<file path="config.mk">
export PLATFORM = sky130hd
export DESIGN_NAME = bp_controller
export DESIGN_NICKNAME = d
export VERILOG_FILES = /design/src/rtl/bp_controller.sv
export SDC_FILE = /design/constraint.sdc
export NUM_CORES = 1
export LEC_CHECK = 0
export ABC_CLOCK_PERIOD_IN_PS = 4360
export BUFFER_PORTS_ARGS = -buffer_cell sky130_fd_sc_hd__buf_4
export CORE_ASPECT_RATIO = 1.5
export CORE_UTILIZATION = 35
export CTS_CLUSTER_SIZE = 16
export DETAILED_ROUTE_END_ITERATION = 6
export PLACE_DENSITY_LB_ADDON = 0.12
export SLEW_MARGIN = 20
export SYNTH_ARGS = -nofsm -noshare
export SYNTH_HDL_FRONTEND = slang
export SYNTH_SLANG_ARGS = --single-unit
</file>
<file path="constraint.sdc">
create_clock -name clk -period 4.36 [get_ports clk]
set_input_delay 0 -clock clk [delete_from_list [all_inputs] [get_ports clk]]
set_output_delay 0 -clock clk [all_outputs]
set_load 0.01 [all_outputs]
</file>
<file path="src/rtl/bp_controller.sv">
// bp_controller: 2-bit BHT direction predictor with static fallback
// and a one-entry-per-cycle invalidation sweep.
`ifndef TAKEN
`define TAKEN 1
`endif
`ifndef BTFNT
`define BTFNT 2
`endif

module static_predictor #(
  parameter int MODE = `BTFNT
) (
  input  logic [31:0] pc,
  input  logic [31:0] pc_next,
  output logic        taken
);
  always_comb begin
    taken = 1'b0;
    if (MODE == `TAKEN) begin
      taken = 1'b1;
    end else if (MODE == `BTFNT) begin
      taken = pc_next < pc;
    end
  end
endmodule

module bp_controller #(
  parameter int FALLBACK_MODE = `BTFNT,
  parameter int INDEX_WIDTH   = 4
) (
  input  logic        clk,
  input  logic        rst_n,
  input  logic        lookup_valid_i,
  input  logic [31:0] pc_i,
  input  logic [31:0] pc_next_i,
  input  logic        update_valid_i,
  input  logic [31:0] update_pc_i,
  input  logic        update_taken_i,
  input  logic        flush_i,
  output logic        pred_valid_o,
  output logic        pred_taken_o,
  output logic        pred_src_o,
  output logic        busy_o,
  output logic [15:0] lookup_cnt_o,
  output logic [15:0] hit_cnt_o
);
  localparam int N = 2**INDEX_WIDTH;

  typedef enum logic {IDLE, FLUSH} state_t;

  state_t                 state_q;
  state_t                 state_d;
  logic [INDEX_WIDTH-1:0] sweep_q;
  logic [N-1:0]           valid_q;
  logic [1:0]             ctr_q [N];

  logic [INDEX_WIDTH-1:0] lidx;
  logic [INDEX_WIDTH-1:0] uidx;
  logic                   hit;
  logic                   sweep_last;
  logic                   static_taken;
  logic [1:0]             ucur;
  logic [1:0]             ctr_nxt;

  assign lidx       = pc_i[INDEX_WIDTH+1:2];
  assign uidx       = update_pc_i[INDEX_WIDTH+1:2];
  assign hit        = (state_q == IDLE) && valid_q[lidx];
  assign sweep_last = sweep_q == INDEX_WIDTH'(N-1);
  assign ucur       = ctr_q[uidx];

  static_predictor #(
    .MODE(FALLBACK_MODE)
  ) u_static (
    .pc     (pc_i),
    .pc_next(pc_next_i),
    .taken  (static_taken)
  );

  always_ff @(posedge clk or negedge rst_n) begin
    if (!rst_n) begin
      state_q <= IDLE;
    end else begin
      state_q <= state_d;
    end
  end

  always_comb begin
    state_d = state_q;
    unique case (state_q)
      IDLE:    if (flush_i) state_d = FLUSH;
      FLUSH:   if (sweep_last) state_d = IDLE;
      default: state_d = IDLE;
    endcase
  end

  always_comb begin
    busy_o = (state_q == FLUSH);
  end

  // A fresh entry starts weakly biased toward its first outcome.
  always_comb begin
    ctr_nxt = ucur;
    if (!valid_q[uidx]) begin
      ctr_nxt = update_taken_i ? 2'b10 : 2'b01;
    end else if (update_taken_i) begin
      if (ucur != 2'b11) ctr_nxt = ucur + 2'b01;
    end else begin
      if (ucur != 2'b00) ctr_nxt = ucur - 2'b01;
    end
  end

  always_ff @(posedge clk or negedge rst_n) begin
    if (!rst_n) begin
      valid_q <= '0;
      sweep_q <= '0;
      for (int i = 0; i < N; i++) begin
        ctr_q[i] <= 2'b00;
      end
    end else if (state_q == FLUSH) begin
      valid_q[sweep_q] <= 1'b0;
      sweep_q          <= sweep_q + INDEX_WIDTH'(1);
    end else if (update_valid_i) begin
      valid_q[uidx] <= 1'b1;
      ctr_q[uidx]   <= ctr_nxt;
    end
  end

  always_ff @(posedge clk or negedge rst_n) begin
    if (!rst_n) begin
      pred_valid_o <= 1'b0;
      pred_taken_o <= 1'b0;
      pred_src_o   <= 1'b0;
      lookup_cnt_o <= '0;
      hit_cnt_o    <= '0;
    end else begin
      pred_valid_o <= lookup_valid_i;
      if (lookup_valid_i) begin
        pred_taken_o <= hit ? ctr_q[lidx][1] : static_taken;
        pred_src_o   <= hit;
        lookup_cnt_o <= lookup_cnt_o + 16'd1;
        if (hit) hit_cnt_o <= hit_cnt_o + 16'd1;
      end
    end
  end
endmodule

</file>
==> metrics.md, run 1 <==
| Metric | Value |
|---|---|
| Status | `complete, no violations` |
| Most common cell after layout, fill and taps aside | `buf_4` |
| Crit path buf inv count | `0` |
| Ys async rst share | `1.00` |
| Final Setup Violations | `0` |
| Num rows | `53` |
| Setup_tns | `0 ps` |
| Period minus WS final | `2430 ps` |
| Finished Layout Cells | `810` |
| Worst Clk Skew | `10.4 ps` |
| Worst Path Required | `4540 ps` |
| Total Die Area | `15,200 µm²` |
| Final Cycle Share | `0.557` |
| Delay-heaviest family, CP | `compound AO/OA/AOI/OAI gates` |
| Starting Density | `0.362` |
| Register Area | `2200 µm²` |
| Drt drc | `0` |
| Clock Tree Buf Depth | `2` |
| DIE HEIGHT | `150 µm` |
| Worst VDD drop | `0.205 mV` |
| Yosys cell types | `56` |
| CP max FO | `16` |
| Multi-input logic area | `2680 µm²` |
| Max Freq | `0.411 GHz` |
| WL/cell | `16.0 µm` |
| Slew margin rel. | `0.450` |
| Via count | `4,096` |
| Number of synthesized flops with an enable pin | `0` |
| Most frequent cells in the layout | `buf_4 (111), dfrtp_1 (88), nand2_1 (82)` |
| Drt total wl | `12,900 µm` |
| Post-DR vias/cell | `5.06` |
| Initial DRC count | `239` |
| Post-Syn Area per Cell | `10.2 µm²` |
| Total Power | `2.78 mW` |
| Crit path from | `ctr_q[24]` |
| Worst-path clk slew | `70 ps` |
| Antenna cells | `0` |
| Fill cell count | `1,403` |
| Synth area leaders | `dfrtp_1 (43%), ha_1 (9.0%), mux4_2 (6.6%)` |
| GPL Wtd Cong | `0.789` |
| CP Launch Type | `register` |
| Num CTS Buffers | `9` |
| Unrepaired setup endpoints after global routing | `no` |
| Post-CTS Resized | `0` |
| Final core utilization | `0.452` |
| Max-Cap Viols | `0` |
| Gr busiest metal | `met2` |
| Inst Count DP | `791` |
| Drt pass-1 iters | `4` |
| Yosys Warn Count | `0` |
| Area growth from synthesis to layout | `24.6%` |
| Pint | `1.82 mW` |
| Seq cells post-synth | `88` |
| Post-route setup slack | `1930 ps` |
| Met1 usage | `0.211` |
| Crit path DAT | `2620 ps` |
| Top FF cell, synth | `dfrtp_1` |
| Leakage power | `3.17 nW` |
| Met2 global-route usage | `0.320` |
| Pre-CTS setup slack | `1890 ps` |
| Final hold vios | `0` |
| Clock latency on the worst-skew pair | `350 ps` |
| Yosys top cell area share | `0.428` |
| Setup Crit Path Kind | `register to register` |
| Slowest stage delay, CP | `690 ps` |
| Hold Path Class | `primary input to async pin` |
| Clk sinks | `88` |
| Pin count of the biggest net entering global routing | `57` |
| Post-Syn Area | `5140 µm²` |
| Port Buf Inserts | `109` |
| Yosys top cell by area | `dfrtp_1` |
| Io pins | `138` |
| Max Transition Viols Final | `0` |
| CP max-delay cell | `a22o_1` |
| Crit end category | `register` |
| DPL Wire Length | `9800 µm` |
| CTS tree | `done` |
| Number of global-route vias before repair | `4,183` |
| Reg power frac | `0.442` |
| GRT Total Usage | `0.180` |
| Slew @ Worst Pin | `823 ps` |
| Share of cells above drive strength 1 | `0.277` |
| Area of the core | `14,200 µm²` |
| Mapped Nets | `645` |
| Initial antenna violation count | `0` |
| Reg2reg start | `ctr_q[24]` |
| Net Sw Power | `0.956 mW` |
| Clock H-tree levels | `3` |
| Switch share | `0.344` |
| Routed Antenna Nets | `0` |
| Root Driver | `clkbuf_16` |
| Met3 usage | `0.0306` |
| Grt ovf | `0` |
| First-pass GRT wire length | `20,700 µm` |
| Clk pwr share | `0.270` |
| Pwr dens | `433 nW/µm²` |
| Combinational share of power | `0.288` |
| CP Cell Sequence | `mux4_2, a22oi_1, nand2_1, o21ai_1, a22o_1, o21ai_0` |
| Register area share after synthesis | `0.428` |
| NumNets Final | `752` |
| Die X | `101 µm` |
| Syn Inst Count | `506` |
==> layer usage <==
layer / up-vias / routed length (µm)
met5: - / 0
li1: 1991 / -
met4: 0 / 354
met1: 1965 / 5320
met2: 119 / 6580
met3: 21 / 673
==> timing repair <==
action	4_1_cts	5_1_grt
endpoints found under the hold margin	38	0
buffers inserted	0	0
hold buffers	3	0
==> cell usage after synthesis, types with 2 or more instances <==
| cell | n |
|---|---|
| a21oi_1 | 24 |
| a221oi_1 | 2 |
| a22o_1 | 5 |
| a22oi_1 | 2 |
| a31oi_1 | 2 |
| and2_1 | 2 |
| and2_2 | 2 |
| and3_1 | 6 |
| and4_1 | 4 |
| buf_2 | 2 |
| buf_4 | 2 |
| buf_6 | 5 |
| clkbuf_1 | 7 |
| dfrtp_1 | 88 |
| ha_1 | 37 |
| inv_1 | 37 |
| mux2_2 | 5 |
| mux4_1 | 3 |
| mux4_2 | 15 |
| nand2_1 | 82 |
| nand2b_1 | 4 |
| nand3_1 | 15 |
| nand4_1 | 12 |
| nor2_1 | 32 |
| nor2b_1 | 3 |
| nor3_1 | 4 |
| o21ai_0 | 26 |
| o21ai_1 | 11 |
| o21ai_2 | 10 |
| xnor2_1 | 23 |
| xor2_1 | 9 |
==> sequential cells by signal, indices dropped and copies added (netlist names) <==
name          count
busy_o            1
ctr_q            32
hit_cnt_o        16
lookup_cnt_o     16
pred_src_o        1
pred_taken_o      1
pred_valid_o      1
sweep_q           4
valid_q          16
==> worst paths after layout <==
check / to / slack, ps / depth (start not counted)
setup reg to reg: ctr_q[29] / 1930 / 6
max in group asynchronous: sweep_q[0] / 3150 / 3
setup / recovery: ctr_q[29] / 1930 / 6
min in group clk: pred_taken_o / 150 / 4
hold reg to reg: hit_cnt_o[15] / 480 / 1
hold / removal: ctr_q[24] / 120 / 2
==> logic make-up after synthesis <==
kind of cell / after synthesis / synth area share
xor+xnor: 33 / 0.0577
fa+ha+maj: 37 / 0.0900
compound gates: 95 / 0.118
buf+inv: 55 / 0.0513
simple gates: 174 / 0.161
flops: 88 / 0.428
mux: 24 / 0.0939
==> power by group through the flow <==
| stage | sequential [mW] | clock, mW | combinational (mW) |
|---|---|---|---|
| 3_5_place_dp | 1.24 | 0 | 0.811 |
| 3_3_place_gp | 1.23 | 0 | 0.800 |
| 2_1_floorplan | 1.18 | 0 | 0.543 |
| 4_1_cts | 1.23 | 0.776 | 0.816 |
| 5_1_grt | 1.27 | 0.800 | 0.903 |
| 6_report | 1.23 | 0.750 | 0.800 |
==> per-stage QoR <==
step           hold slack [ps]  instance area, µm²
2_1_floorplan             -296                5140
3_3_place_gp             -31.5                6090
3_5_place_dp             -29.9                6090
4_1_cts                    134                6410
5_1_grt                    173                6410
6_report                   125                6410
==> cell type report <==
type                       instances  share of cell area
timing repair buffer             114               0.135
tap                              192              0.0375
sequential                        88               0.343
clock inverter                     6             0.00781
multi-input combinational        363               0.418
inverter                          37              0.0217
clock buffer                      10              0.0373
Power figures use the tool's default switching activity.
==> run 2, diff against run 1 <==
--- a/config.mk
+++ b/config.mk
@@ -5,7 +5,8 @@
 export SDC_FILE = /design/constraint.sdc
 export NUM_CORES = 1
 export LEC_CHECK = 0
-export ABC_CLOCK_PERIOD_IN_PS = 4360
+export ABC_AREA = 1
+export ABC_CLOCK_PERIOD_IN_PS = 2460
 export BUFFER_PORTS_ARGS = -buffer_cell sky130_fd_sc_hd__buf_4
 export CORE_ASPECT_RATIO = 1.5
 export CORE_UTILIZATION = 35
==> constraint.sdc (replaced) <==
create_clock -name clk -period 2.46 [get_ports clk]
set_input_delay 0 -clock clk [delete_from_list [all_inputs] [get_ports clk]]
set_output_delay 0 -clock clk [all_outputs]
set_load 0.01 [all_outputs]
==> run 2 against run 1 <==
Synthesized area rose by 10%. Maximum frequency rose by 32%. Clock skew fell by 3.9 ps. Clock power rose by 91%. Synthesized cell count rose by 56%. Largest power group unchanged.
==> metrics.md, run 2 <==
| Metric | Value |
|---|---|
| Status | `complete, no violations` |
| Leakage power | `3.83 nW` |
| Antenna cells | `0` |
| Synth Area in XOR/XNOR | `0.0464` |
| Register area share after synthesis | `0.389` |
| Via count | `5,231` |
| Crit path from | `lookup_cnt_o[0]` |
| Drt pass-1 iters | `4` |
| Reg-to-Reg End | `lookup_cnt_o[14]` |
| Slowest stage delay, CP | `430 ps` |
| Worst Clk Skew | `6.48 ps` |
| Clock H-tree levels | `3` |
| Pwr dens | `835 nW/µm²` |
| Final hold vios | `0` |
| Synth area leaders | `dfrtp_1 (39%), nand2_1 (18%), ha_1 (8.2%)` |
| Drt drc | `0` |
| Net Sw Power | `2.26 mW` |
| Most common cell after layout, fill and taps aside | `nand2_1` |
| Yosys Warn Count | `0` |
| Yosys top cell area share | `0.389` |
| Reg with most FFs | `ctr_q` |
| CP max FO | `4` |
| Worst Path Required | `2700 ps` |
| Total Power | `5.84 mW` |
| Worst-path clk slew | `70 ps` |
| Final Cycle Share | `0.750` |
| Pint | `3.58 mW` |
| Period minus WS final | `1840 ps` |
| Post-Syn Area | `5670 µm²` |
| Unrepaired setup endpoints after global routing | `no` |
| Worst VDD drop | `0.456 mV` |
| Area of the core | `15,800 µm²` |
| WL/cell | `14.2 µm` |
| Setup Crit Path Kind | `register to register` |
| Share of cells above drive strength 1 | `0.158` |
| Seq cells post-synth | `88` |
| Post-synthesis compound-gate area fraction | `0.0886` |
| DPL Wire Length | `11,900 µm` |
| Starting Density | `0.359` |
| Crit path DAT | `2080 ps` |
| Num CTS Buffers | `9` |
| Switch share | `0.386` |
| Mux contribution to synthesized area | `0` |
| Number of global-route vias before repair | `5,242` |
| DIE HEIGHT | `158 µm` |
| Crit path buf inv count | `0` |
| Clock Tree Buf Depth | `2` |
| Final core utilization | `0.444` |
| CP max-delay cell | `dfrtp_1` |
| Clock latency on the worst-skew pair | `350 ps` |
| Pin count of the biggest net entering global routing | `79` |
| Most frequent cells in the layout | `nand2_1 (279), inv_1 (117), buf_4 (112)` |
| Max reg flops | `32` |
| Crit end category | `register` |
| Delay-heaviest family, CP | `simple AND/OR/NAND/NOR gates` |
| Reg2reg start | `lookup_cnt_o[0]` |
| NumNets Final | `1,037` |
| Slew @ Worst Pin | `624 ps` |
| Initial antenna violation count | `0` |
| Clk pwr share | `0.244` |
| Num rows | `56` |
| FF-to-FF setup slack | `620 ps` |
| Largest family of logic cells by synthesized area | `simple AND/OR/NAND/NOR gates` |
| Yosys cell types | `34` |
| CP Cell Sequence | `ha_1, nand4_1, nor3_1, nand3_1, nor2_1, nand3_1, xnor2_1` |
| Post-DR vias/cell | `4.73` |
| Post-Syn Area per Cell | `7.18 µm²` |
| Combinational share of power | `0.358` |
| Final Setup Violations | `0` |
| Critical path's most frequent cell | `nand3_1` |
| Max-Cap Viols | `0` |
| Area growth from synthesis to layout | `23.5%` |
| Die X | `106 µm` |
| Slew margin rel. | `0.583` |
| Inst Count DP | `1,087` |
| Io pins | `138` |
| Post-synthesis adder-cell area fraction | `0.0817` |
| Max Freq | `0.542 GHz` |
| Count leader, synth | `nand2_1` |
| Grt ovf | `0` |
| Yosys top cell by area | `dfrtp_1` |
| Port Buf Inserts | `109` |
| Crit path to | `lookup_cnt_o[14]` |
| Max Transition Viols Final | `0` |
| GRT Total Usage | `0.199` |
| Post-CTS Resized | `0` |
| Initial DRC count | `231` |
| Total Die Area | `16,700 µm²` |
| First-pass GRT wire length | `25,800 µm` |
| Finished Layout Cells | `1,106` |
| Mapped Nets | `928` |
| CTS tree | `done` |
| Reg2reg path depth | `7` |
| Reg power frac | `0.397` |
| Simple-Gate Fraction of Synth Area | `0.293` |
| Top FF cell, synth | `dfrtp_1` |
| Clk sinks | `88` |
| Routed Antenna Nets | `0` |
| Setup_tns | `0 ps` |
| Post-synth top cells | `nand2_1 (279), inv_1 (117), dfrtp_1 (88)` |
| GPL Wtd Cong | `0.871` |
| CP Launch Type | `register` |
| Drt total wl | `15,700 µm` |
| Number of synthesized flops with an enable pin | `0` |
| Root Driver | `clkbuf_16` |
| Hold Path Class | `primary input to async pin` |
| Cell depth of the worst setup path | `7` |
| Syn Inst Count | `789` |
| Ys async rst share | `1.00` |
[run 2: cell count changes after synthesis, sizes merged, moves of 7 or more]
| cell | previous run | this run |
|---|---|---|
| o211ai | 0 | 8 |
| buf | 10 | 17 |
| clkbuf | 8 | 1 |
| nand3 | 15 | 45 |
| xnor2 | 24 | 6 |
| nor2 | 32 | 51 |
| o21ai | 47 | 38 |
| mux4 | 18 | 0 |
| inv | 37 | 123 |
| xor2 | 9 | 24 |
| nand2 | 82 | 282 |
| nor3 | 4 | 15 |
[run 2: worst min path at each step]
stage	from	end	slack, ps	cells past startpoint
finish	rst_n	valid_q[15]	20	2
global route	rst_n	valid_q[15]	30	2
global placement	rst_n	valid_q[15]	-150	1
detailed placement	rst_n	valid_q[15]	-150	1
CTS	rst_n	valid_q[15]	20	2
floorplan	rst_n	busy_o	-300	0
[run 2: worst register-to-register path: cells and delay by family (launching register included)]
kind	cells	cell delay [ps]
flip-flops	1	430
adder cells (fa/ha/maj)	1	210
AND/OR/NAND/NOR	5	970
XOR/XNOR	1	130
[run 2: layer usage]
metal	up-vias	share of wire	GRT usage	wire length, µm
li1	2686	-	-	-
met1	2398	0.40	0.221	6360
met2	123	0.53	0.372	8260
met3	24	0.040	0.0288	626
met4	0	0.030	0.0873	476
met5	-	0	0	0
[run 2: logic make-up (layout without fill, tap and decap cells)]
| logic type | count (synthesis) | count (layout) |
|---|---|---|
| AO/OA/AOI/OAI | 87 | 87 |
| XOR/XNOR | 30 | 30 |
| adder cells (fa/ha/maj) | 37 | 37 |
| buffers and inverters | 141 | 255 |
| flip-flops | 88 | 88 |
| AND/OR/NAND/NOR | 406 | 406 |
[run 2: power by group through the flow]
stage	combinational [mW]	sequential [mW]	clock (mW)
2_1_floorplan	1.28	2.32	0
3_3_place_gp	2.09	2.34	0
3_5_place_dp	2.11	2.34	0
4_1_cts	2.12	2.32	1.46
5_1_grt	2.39	2.39	1.51
6_report	2.09	2.32	1.43
[run 2: repair_timing]
item | in CTS | in global routing
hold buffers | 3 | 0
setup buffers | 0 | 0
endpoints found under the hold margin | 92 | 0
[run 2: through the flow]
stage          worst slack, ps  area [µm²]  hold WS, ps
2_1_floorplan              831        5670         -296
3_3_place_gp               566        6670         -152
3_5_place_dp               560        6670         -151
4_1_cts                    584        7000         21.7
5_1_grt                    410        7000         33.1
6_report                   615        7000         23.7
[run 2: layout make-up]
cell class,instances,area (µm²)
fill,1674,8770
multi-input combinational,560,2890
sequential,88,2200
timing repair buffer,116,891
inverter,123,462
tap,203,254
clock buffer,9,225
clock inverter,7,76.3
